===== src/rtl/apb_cmd_master_pkg.sv =====
// Shared types and constants for the APB command master.
// Holds the FSM state encoding, the response payload struct and the
// default APB address/data widths that the RAM slave and the bench use too.
package apb_cmd_master_pkg;

  localparam int APB_ADDR_W = 32;
  localparam int APB_DATA_W = 32;

  typedef enum logic [1:0] {
    IDLE,
    SETUP,
    ACCESS,
    RESP
  } apb_state_e;

  typedef struct packed {
    logic [APB_DATA_W-1:0] rdata;
    logic                  err;
    logic                  timeout;
  } apb_rsp_t;

endpackage


===== src/rtl/apb_cmd_master_timeout_cnt.sv =====
// ACCESS-phase watchdog counter for the APB command master.
// Ports:
//   clk     in  clock
//   reset   in  synchronous active-high reset
//   clear   in  forces the count back to zero
//   enable  in  counts one ACCESS cycle
//   expired out count has reached TIMEOUT_CYC-1, i.e. this is the last
//               ACCESS cycle allowed without pready
module apb_timeout_cnt #(
  parameter  int TIMEOUT_CYC = 16,
  localparam int CNT_W       = $clog2(TIMEOUT_CYC) + 1
) (
  input  logic clk,
  input  logic reset,
  input  logic clear,
  input  logic enable,
  output logic expired
);

  logic [CNT_W-1:0] cnt_q;
  logic [CNT_W-1:0] cnt_d;

  // Saturate at the expiry value so a stalled FSM can never wrap the count.
  always_comb begin
    cnt_d = cnt_q;
    if (clear) begin
      cnt_d = '0;
    end else if (enable && !expired) begin
      cnt_d = cnt_q + CNT_W'(1);
    end
  end

  always_ff @(posedge clk) begin
    if (reset) begin
      cnt_q <= '0;
    end else begin
      cnt_q <= cnt_d;
    end
  end

  assign expired = (cnt_q == CNT_W'(TIMEOUT_CYC - 1));

endmodule


===== src/rtl/apb_cmd_master.sv =====
// APB master stage: turns single read/write commands from a valid/ready
// port into one APB transfer each (SETUP then ACCESS, waiting for pready
// with a timeout guard) and returns read data plus error status on a
// valid/ready response port.
// Ports:
//   pclk, preset                   clock, synchronous active-high reset
//   cmd_valid/cmd_ready            command handshake
//   cmd_write/cmd_addr/cmd_wdata   command payload
//   rsp_valid/rsp_ready            response handshake
//   rsp_rdata/rsp_err/rsp_timeout  response payload
//   psel/penable/pwrite/paddr/pwdata   APB request outputs
//   prdata/pready/pslverr              APB slave response inputs
module apb_cmd_master
  import apb_cmd_master_pkg::*;
#(
  parameter int ADDR_W      = APB_ADDR_W,
  parameter int DATA_W      = APB_DATA_W,
  parameter int TIMEOUT_CYC = 16
) (
  input  logic              pclk,
  input  logic              preset,
  input  logic              cmd_valid,
  output logic              cmd_ready,
  input  logic              cmd_write,
  input  logic [ADDR_W-1:0] cmd_addr,
  input  logic [DATA_W-1:0] cmd_wdata,
  output logic              rsp_valid,
  input  logic              rsp_ready,
  output logic [DATA_W-1:0] rsp_rdata,
  output logic              rsp_err,
  output logic              rsp_timeout,
  output logic              psel,
  output logic              penable,
  output logic              pwrite,
  output logic [ADDR_W-1:0] paddr,
  output logic [DATA_W-1:0] pwdata,
  input  logic [DATA_W-1:0] prdata,
  input  logic              pready,
  input  logic              pslverr
);

  apb_state_e        state_q, state_d;
  logic              pwrite_q, pwrite_d;
  logic [ADDR_W-1:0] paddr_q, paddr_d;
  logic [DATA_W-1:0] pwdata_q, pwdata_d;
  apb_rsp_t          rsp_q, rsp_d;
  logic              tmo_expired;

  // The watchdog only runs while in ACCESS; any other state rearms it.
  apb_timeout_cnt #(
    .TIMEOUT_CYC(TIMEOUT_CYC)
  ) u_timeout_cnt (
    .clk    (pclk),
    .reset  (preset),
    .clear  (state_q != ACCESS),
    .enable (state_q == ACCESS),
    .expired(tmo_expired)
  );

  // Next-state and payload capture. pready wins over the timeout in the
  // same cycle, and read data is forced to zero for writes and errors so a
  // consumer never sees stale or garbage data on a failed transfer.
  always_comb begin
    state_d  = state_q;
    pwrite_d = pwrite_q;
    paddr_d  = paddr_q;
    pwdata_d = pwdata_q;
    rsp_d    = rsp_q;
    unique case (state_q)
      IDLE: begin
        if (cmd_valid && cmd_ready) begin
          pwrite_d = cmd_write;
          paddr_d  = cmd_addr;
          pwdata_d = cmd_wdata;
          state_d  = SETUP;
        end
      end
      SETUP: begin
        state_d = ACCESS;
      end
      ACCESS: begin
        if (pready) begin
          rsp_d.rdata   = (pwrite_q || pslverr) ? '0 : APB_DATA_W'(prdata);
          rsp_d.err     = pslverr;
          rsp_d.timeout = 1'b0;
          state_d       = RESP;
        end else if (tmo_expired) begin
          rsp_d.rdata   = '0;
          rsp_d.err     = 1'b1;
          rsp_d.timeout = 1'b1;
          state_d       = RESP;
        end
      end
      RESP: begin
        if (rsp_ready) begin
          state_d = IDLE;
        end
      end
      default: begin
        state_d = IDLE;
      end
    endcase
  end

  always_ff @(posedge pclk) begin
    if (preset) begin
      state_q  <= IDLE;
      pwrite_q <= 1'b0;
      paddr_q  <= '0;
      pwdata_q <= '0;
      rsp_q    <= '0;
    end else begin
      state_q  <= state_d;
      pwrite_q <= pwrite_d;
      paddr_q  <= paddr_d;
      pwdata_q <= pwdata_d;
      rsp_q    <= rsp_d;
    end
  end

  // cmd_ready is gated by preset so no command slips in during a reset cycle.
  assign cmd_ready   = (state_q == IDLE) && !preset;
  assign psel        = (state_q == SETUP) || (state_q == ACCESS);
  assign penable     = (state_q == ACCESS);
  assign pwrite      = pwrite_q;
  assign paddr       = paddr_q;
  assign pwdata      = pwdata_q;
  assign rsp_valid   = (state_q == RESP);
  assign rsp_rdata   = DATA_W'(rsp_q.rdata);
  assign rsp_err     = rsp_q.err;
  assign rsp_timeout = rsp_q.timeout;

endmodule

===== config.mk =====
export PLATFORM = sky130hd
export DESIGN_NAME = apb_cmd_master
export DESIGN_NICKNAME = d
export VERILOG_FILES = /design/src/rtl/apb_cmd_master_pkg.sv /design/src/rtl/apb_cmd_master_timeout_cnt.sv /design/src/rtl/apb_cmd_master.sv
export SDC_FILE = /design/constraint.sdc
export NUM_CORES = 1
export LEC_CHECK = 0
export BUFFER_PORTS_ARGS = -buffer_cell sky130_fd_sc_hd__buf_2
export CAP_MARGIN = 5
export CORE_UTILIZATION = 47
export CTS_BUF_LIST = sky130_fd_sc_hd__clkbuf_4 sky130_fd_sc_hd__clkbuf_8 sky130_fd_sc_hd__clkbuf_16
export CTS_CLUSTER_DIAMETER = 150
export DETAILED_ROUTE_END_ITERATION = 8
export HOLD_SLACK_MARGIN = 0.12
export PLACE_DENSITY = 0.84
export SLEW_MARGIN = 15
export SYNTH_ARGS = -nofsm -noshare
export SYNTH_HDL_FRONTEND = slang
export SYNTH_HIERARCHICAL = 1
export SYNTH_SLANG_ARGS = --single-unit

===== constraint.sdc =====
create_clock -name pclk -period 3.7 [get_ports pclk]
set_input_delay 0.74 -clock pclk [delete_from_list [all_inputs] [get_ports pclk]]
set_output_delay 0.74 -clock pclk [all_outputs]
set_load 0.02 [all_outputs]

==> summary.txt, run 1 <==
OUTCOME
------------------------------------------------------------------------------------------
Status ......................................................................    completed

DETAILED ROUTING
------------------------------------------------------------------------------------------
Mean routed wirelength per cell .............................................      12.9 um
DRC violation count after routing ...........................................            0
Initial detailed-routing violation count ....................................          113
Vias per cell ...............................................................         4.92
Number of vias after detailed routing .......................................         3468
Antenna-violating nets left .................................................            0
Total wire length after detailed routing ....................................      9.12 mm
Number of iterations in the first detailed-routing pass .....................            5

CLOCK NETWORK
------------------------------------------------------------------------------------------
Clock buffers created by TritonCTS ..........................................            9
PostCTS Resize Cnt ..........................................................            0
Clock tree from TritonCTS ...................................................        built
Number of setup buffers added after CTS .....................................            0
Clock edge transition at the registers on the reported setup and hold paths .      0.11 ns
Library cell used as clock root buffer ...................................... sky130_fd_sc_hd__clkbuf_8
Skew-Pair Late Insertion Delay ..............................................      0.35 ns
Bufs on Longest Clock Path ..................................................            2
H-tree depth ................................................................            3
Hold buffer count at CTS ....................................................            0
Clk sinks ...................................................................          106

WORST SETUP PATH
------------------------------------------------------------------------------------------
Startpoint Class ............................................................         flop
Start point of the critical path ............................................   state_q[0]
Crit-path max FO ............................................................           10
Setup crit end kind ......................................................... primary output
Start-to-end type of the worst setup path ................................... flop to primary output
Reg-to-Reg Start ............................................................ u_timeout_cnt/cnt_q[0]
Required time of the critical path ..........................................      2.96 ns
Data arrival at the endpoint of the critical path ...........................      1.42 ns

STA
------------------------------------------------------------------------------------------
Min Hold Slack ..............................................................     0.452 ns
Post-route fraction of the period consumed by the critical path .............        0.585
Max Slew Vio Count ..........................................................            0
Aggregate negative setup slack ..............................................         0 ns
Final setup violation count .................................................            0
Post-layout min period ......................................................      2.16 ns
Unrepaired setup endpoints after global routing .............................           no
Post-route clock skew .......................................................    0.0118 ns
Max Clk Rate ................................................................    0.462 GHz
Slew HR .....................................................................        0.255
Worst Tran Pin Value ........................................................      1.12 ns
Hold Fails Final Rpt ........................................................            0

LOGIC SYNTHESIS
------------------------------------------------------------------------------------------
Post-synthesis sequential element count .....................................          106
Netlist cell types ..........................................................           31
Cells after synthesis .......................................................          406
Synthesized netlist net count ...............................................          514
Part of the Yosys area used for sequential elements .........................        0.572
Mapped Avg Cell Area ........................................................    9.13 um^2
Cell area after synthesis ................................................... 0.00371 mm^2
Synthesis warning total .....................................................            6

MIN PATH
------------------------------------------------------------------------------------------
Path type of the worst min-delay path ....................................... flop to flop
Beginning of the worst hold path ............................................     paddr[1]

GLOBAL ROUTING
------------------------------------------------------------------------------------------
Global-route wire length before repair ......................................      14.6 mm
Vias in the first global route ..............................................         3204
Number of antenna violations at the first check in global routing ...........            0
Total congestion overflow after global routing ..............................            0
Global-route total usage across every layer .................................        0.219
Pin count of the biggest net entering global routing ........................          131

FINISH
------------------------------------------------------------------------------------------
Area added between synthesis and finish .....................................        32.9%
Nets ........................................................................          706
Commonest non-fill, non-tap cells in the layout ............................. sky130_fd_sc_hd__buf_2, sky130_fd_sc_hd__nand2_1, sky130_fd_sc_hd__dfxtp_1
Count of inserted antenna diode cells .......................................            0
Proportion of layout cells with a drive suffix above 1 ......................        0.383
Final Core Density ..........................................................        0.641
Commonest non-fill, non-tap cell in the layout .............................. sky130_fd_sc_hd__buf_2

DIE
------------------------------------------------------------------------------------------
Die width ...................................................................      90.8 um
IO Count ....................................................................          206
Initial Utilization .........................................................        0.482
Chip Height .................................................................      90.8 um
Die area .................................................................... 0.00825 mm^2
Num rows ....................................................................           32
Core Box Area ............................................................... 0.00769 mm^2

PWR
------------------------------------------------------------------------------------------
Overall power after layout ..................................................      2.99 mW
Static Leak .................................................................      2.40 nW
Power density normalized to cell area .......................................  607 mW/mm^2
VDD IR-drop max .............................................................     0.372 mV

PLACEMENT
------------------------------------------------------------------------------------------
Weighted congestion at the end of routability-driven global placement .......        0.730
HPWL after detailed placement ...............................................      6.58 mm
Number of input and output port buffers inserted ............................          205

JOB
------------------------------------------------------------------------------------------
Total of max-cap violations .................................................            0

-- synthesized netlist by cell type, drive strengths merged --
cell type    n  area (um^2)
and2b        1         8.76
o21ai       66          330
or2          1         6.26
nand3        1         5.00
o311a        1         10.0
xor2         1         8.76
a22o        32          280
nor2b        1         6.26
a21oi        4         20.0
or3          1         6.26
nor3         1         10.0
nand3b       2         15.0
clkbuf       9         33.8
inv          5         18.8
dfxtp      106         2120
o21a         2         15.0
nand2      134          503
and3         1         6.26
ha           5         62.6
and3b        1         8.76
o211a        1         10.0
a211oi       2         15.0
nor2         5         18.8
buf         18          143
xnor2        1         8.76
nand2b       3         26.3
mux2i        1         10.0
-- flip-flops by register name (all words and copies together) (netlist names) --
signal / count
pwdata: 32
u_timeout_cnt/cnt_q: 5
paddr: 32
rsp_rdata: 32
state_q: 2
rsp_err: 1
rsp_timeout: 1
pwrite: 1
-- kinds of logic (layout without fill, tap and decap cells) --
group | Yosys count | in the layout | synth area share
compound gates | 108 | 108 | 0.184
fa+ha+maj | 5 | 5 | 0.0169
buf+inv | 32 | 229 | 0.0526
simple gates | 152 | 152 | 0.167
xor+xnor | 2 | 2 | 0.00472
flops | 106 | 106 | 0.572
mux | 1 | 1 | 0.00270
-- metrics by stage --
step	setup WS (ns)	instance area, um^2	instances
after floorplan	1.92	3710	406
after global placement	1.51	4730	688
after detailed placement	1.41	4730	688
after CTS	1.41	4910	704
after global routing	1.44	4930	705
final	1.54	4930	705
-- critical path, cell delays in order (launching register included) --
cell and delay [ns]:
sky130_fd_sc_hd__dfxtp_1 0.34, sky130_fd_sc_hd__inv_1 0.08, sky130_fd_sc_hd__ha_1 0.40, sky130_fd_sc_hd__buf_2 0.25
-- path summary, 6_finish.rpt --
path / slack, ns / end / depth (start not counted)
max reg2reg: 1.64 / rsp_rdata[18] / 7
min reg2reg: 0.45 / paddr[1] / 2
min: 0.45 / paddr[1] / 2
max: 1.54 / penable / 3
-- power by group --
group	internal, mW	total [mW]	leakage, nW	switching, mW
logic	0.317	0.906	1.43	0.589
clock network	0.272	0.669	0.0976	0.397
registers	1.32	1.42	0.866	0.0946
total	1.91	2.99	2.40	1.08
-- final cells by class --
cell class / count / area (um^2)
fill: 661 / 2760
tap: 102 / 128
sequential: 106 / 2120
multi-input combinational: 268 / 1400
inverter: 5 / 18.8
timing repair buffer: 208 / 1070
clock inverter: 6 / 48.8
clock buffer: 10 / 138
-- routing by layer --
layer | up-vias | global-route usage | part of all wire
li1 | 1742 | - | -
met1 | 1547 | 0.260 | 0.42
met2 | 165 | 0.371 | 0.48
met3 | 14 | 0.0682 | 0.087
met4 | 0 | 0.0780 | 0.015
met5 | - | 0 | 0
Note: power is estimated with default switching activity, not from simulation.
==> run 2, diff against run 1 <==
--- a/config.mk
+++ b/config.mk
@@ -7,12 +7,12 @@
 export LEC_CHECK = 0
 export BUFFER_PORTS_ARGS = -buffer_cell sky130_fd_sc_hd__buf_2
 export CAP_MARGIN = 5
-export CORE_UTILIZATION = 47
+export CORE_UTILIZATION = 40
 export CTS_BUF_LIST = sky130_fd_sc_hd__clkbuf_4 sky130_fd_sc_hd__clkbuf_8 sky130_fd_sc_hd__clkbuf_16
 export CTS_CLUSTER_DIAMETER = 150
 export DETAILED_ROUTE_END_ITERATION = 8
 export HOLD_SLACK_MARGIN = 0.12
-export PLACE_DENSITY = 0.84
+export PLACE_DENSITY = 0.76
 export SLEW_MARGIN = 15
 export SYNTH_ARGS = -nofsm -noshare
 export SYNTH_HDL_FRONTEND = slang
==> constraint.sdc (replaced) <==
create_clock -name pclk -period 1.91 [get_ports pclk]
set_input_delay 0.382 -clock pclk [delete_from_list [all_inputs] [get_ports pclk]]
set_output_delay 0.382 -clock pclk [all_outputs]
set_load 0.02 [all_outputs]
==> run 2 against run 1 <==
The run now ends with design-rule violations left. Non-clock buffer count is 3 higher. Sequential share of layout area is 0.73 points lower. Largest cell class unchanged. Largest power group unchanged. Via count is 1.4% lower.
==> summary.txt, run 2 (synthesized netlist as in run 1, its figures left out) <==
GLOBAL ROUTING
------------------------------------------------------------------------------------------
Met2 layer usage reported by global route ...................................        0.340   -0.0310
M3 GR Usage .................................................................       0.0637   -0.00447
Global-route wire length before repair ......................................      14.7 mm   +0.23%
Total congestion overflow after global routing ..............................            0   unchanged
Routing usage on met1 .......................................................        0.213   -0.0469
Pin count of the biggest net entering global routing ........................           68   -48%
Vias in the first global route ..............................................         3191   -0.41%
Layer with the highest usage after global routing ...........................         met2
Number of antenna violations at the first check in global routing ...........            0   unchanged
Global-route total usage across every layer .................................        0.192   -0.0267

MIN PATH
------------------------------------------------------------------------------------------
Hold path cells .............................................................            3   +1
Beginning of the worst hold path ............................................ cmd_addr[30]
Worst Hold Endpoint .........................................................    paddr[30]
Path type of the worst min-delay path ....................................... input port to flop

WORST SETUP PATH
------------------------------------------------------------------------------------------
Setup crit end kind ......................................................... primary output
Cells on worst reg2reg path .................................................            7   unchanged
Start-to-end type of the worst setup path ................................... flop to primary output
Required time of the critical path ..........................................      1.53 ns   -1.43 ns
Startpoint Class ............................................................         flop
Data arrival at the endpoint of the critical path ...........................      1.35 ns   -0.07 ns
Crit-path max FO ............................................................            4   -6
Reg2Reg Capture Point ....................................................... rsp_rdata[27]
FF-to-FF setup slack ........................................................      0.19 ns   -1.45 ns
Reg-to-Reg Start ............................................................ u_timeout_cnt/cnt_q[0]

CLOCK NETWORK
------------------------------------------------------------------------------------------
Clk sinks ...................................................................          106   unchanged
Library cell used as clock root buffer ...................................... sky130_fd_sc_hd__clkbuf_8
Clock buffers created by TritonCTS ..........................................            9   unchanged
Bufs on Longest Clock Path ..................................................            2   unchanged
Clock tree from TritonCTS ...................................................        built
Number of setup buffers added after CTS .....................................            0   unchanged
H-tree depth ................................................................            3   unchanged
Clock edge transition at the registers on the reported setup and hold paths .      0.10 ns   about the same
Skew-Pair Late Insertion Delay ..............................................      0.36 ns   about the same

FINISH
------------------------------------------------------------------------------------------
Proportion of layout cells with a drive suffix above 1 ......................        0.388   +0.00470
Final Core Density ..........................................................        0.566   -0.0745
Nets ........................................................................          709   +0.42%
Commonest non-fill, non-tap cells in the layout ............................. sky130_fd_sc_hd__buf_2, sky130_fd_sc_hd__nand2_1, sky130_fd_sc_hd__dfxtp_1
Area added between synthesis and finish .....................................        35.2%
Area occupied by registers .................................................. 0.00212 mm^2   unchanged
Area of all placed cells without fillers .................................... 0.00501 mm^2   +1.7%
Commonest non-fill, non-tap cell in the layout .............................. sky130_fd_sc_hd__buf_2
Count of inserted antenna diode cells .......................................            0   unchanged
Fill cell count .............................................................          814   +23%
Area taken by multi-input logic gates ....................................... 0.00141 mm^2   +0.18%

DETAILED ROUTING
------------------------------------------------------------------------------------------
Vias per cell ...............................................................         4.79   -2.6%
DRC violation count after routing ...........................................           16   +16
Number of iterations in the first detailed-routing pass .....................            9   +4
Antenna-violating nets left .................................................            0   unchanged
Mean routed wirelength per cell .............................................      13.1 um   +1.5%
Number of vias after detailed routing .......................................         3421   -1.4%
Total wire length after detailed routing ....................................      9.38 mm   +2.8%
Initial detailed-routing violation count ....................................           97   -14%

STA
------------------------------------------------------------------------------------------
Hold Fails Final Rpt ........................................................            0   unchanged
Max Slew Vio Count ..........................................................            0   unchanged
Final setup violation count .................................................            0   unchanged
Max Clk Rate ................................................................    0.577 GHz
Post-route fraction of the period consumed by the critical path .............        0.907
Aggregate negative setup slack ..............................................         0 ns   unchanged
Post-route clock skew .......................................................    0.0119 ns   +0.000145 ns
Post-layout min period ......................................................      1.73 ns
Min Hold Slack ..............................................................     0.210 ns   -0.242 ns
Worst Setup Slack, final ....................................................     0.178 ns   -1.36 ns
Unrepaired setup endpoints after global routing .............................           no
Slew HR .....................................................................        0.746   +0.491
Worst Tran Pin Value ........................................................     0.381 ns   -0.736 ns

PWR
------------------------------------------------------------------------------------------
Power density normalized to cell area ....................................... 1190 mW/mm^2   +96%
Static Leak .................................................................      2.43 nW   +1.2%
VDD IR-drop max .............................................................     0.563 mV   +51%

PLACEMENT
------------------------------------------------------------------------------------------
HPWL after detailed placement ...............................................      6.85 mm   +4.1%
Worst setup slack after placement ...........................................     0.208 ns   -1.21 ns
Cell area after placement ................................................... 0.00480 mm^2   +1.6%
Weighted congestion at the end of routability-driven global placement .......        0.746   +2.3%
Number of input and output port buffers inserted ............................          205   unchanged

DIE
------------------------------------------------------------------------------------------
Die width ...................................................................      98.3 um   +8.2%
Die area .................................................................... 0.00966 mm^2   +17%
Core Box Area ............................................................... 0.00885 mm^2   +15%
Initial Utilization .........................................................        0.419   -0.0633
IO Count ....................................................................          206   unchanged
Num rows ....................................................................           34   +6.3%
Chip Height .................................................................      98.3 um   +8.2%

OUTCOME
------------------------------------------------------------------------------------------
Status ...................................................................... finished with violations
Failing checks .............................................................. design-rule violations

JOB
------------------------------------------------------------------------------------------
Total of max-cap violations .................................................            0   unchanged

## run 2: repair_timing
item / CTS / global route
gates resized for setup: 0 / 1
hold buffers: 0 / 0
endpoints found under the setup margin: 0 / 1
## run 2: worst max-delay path, stage by stage (launching register included)
cell	delay [ns]
sky130_fd_sc_hd__dfxtp_1	0.37
sky130_fd_sc_hd__inv_1	0.08
sky130_fd_sc_hd__ha_1	0.25
sky130_fd_sc_hd__nor2b_1	0.14
sky130_fd_sc_hd__buf_2	0.16
## run 2: how the worst max path moves through the flow
stage                                      start                     end  slack, ns  cells past startpoint
after global placement    u_timeout_cnt/cnt_q[0]  u_timeout_cnt/cnt_q[3]       0.26                      6
after global routing                  state_q[1]               cmd_ready       0.09                      4
after floorplan           u_timeout_cnt/cnt_q[0]           rsp_rdata[10]       0.25                      7
after detailed placement  u_timeout_cnt/cnt_q[0]           rsp_rdata[27]       0.21                      7
after CTS                             state_q[0]                 penable       0.08                      3
final                                 state_q[0]               cmd_ready       0.18                      4
## run 2: routing by layer
metal / vias to the layer above / share of wire
li1: 1747 / -
met1: 1539 / 0.42
met2: 131 / 0.50
met3: 4 / 0.080
met4: 0 / 0.0066
met5: - / 0
## run 2: report_power, final
group / switching, mW / internal (mW)
registers: 0.188 / 2.56
logic: 1.14 / 0.649
clock network: 0.777 / 0.659
total: 2.11 / 3.87
## run 2: area by class of cell
| cell class | instances | area share |
|---|---|---|
| Sequential cell | 106 | 0.423 |
| Multi-Input combinational cell | 268 | 0.281 |
| Timing Repair Buffer | 211 | 0.224 |
| Clock buffer | 10 | 0.0275 |
| Tap cell | 108 | 0.0270 |
| Clock inverter | 6 | 0.0142 |
| Inverter | 5 | 0.00374 |
## run 2: through the flow
step | instances | power [mW]
global route | 714 | 6.32
detailed placement | 698 | 4.60
CTS | 714 | 6.06
floorplan | 406 | 3.99
global placement | 698 | 4.52
finish | 714 | 5.98
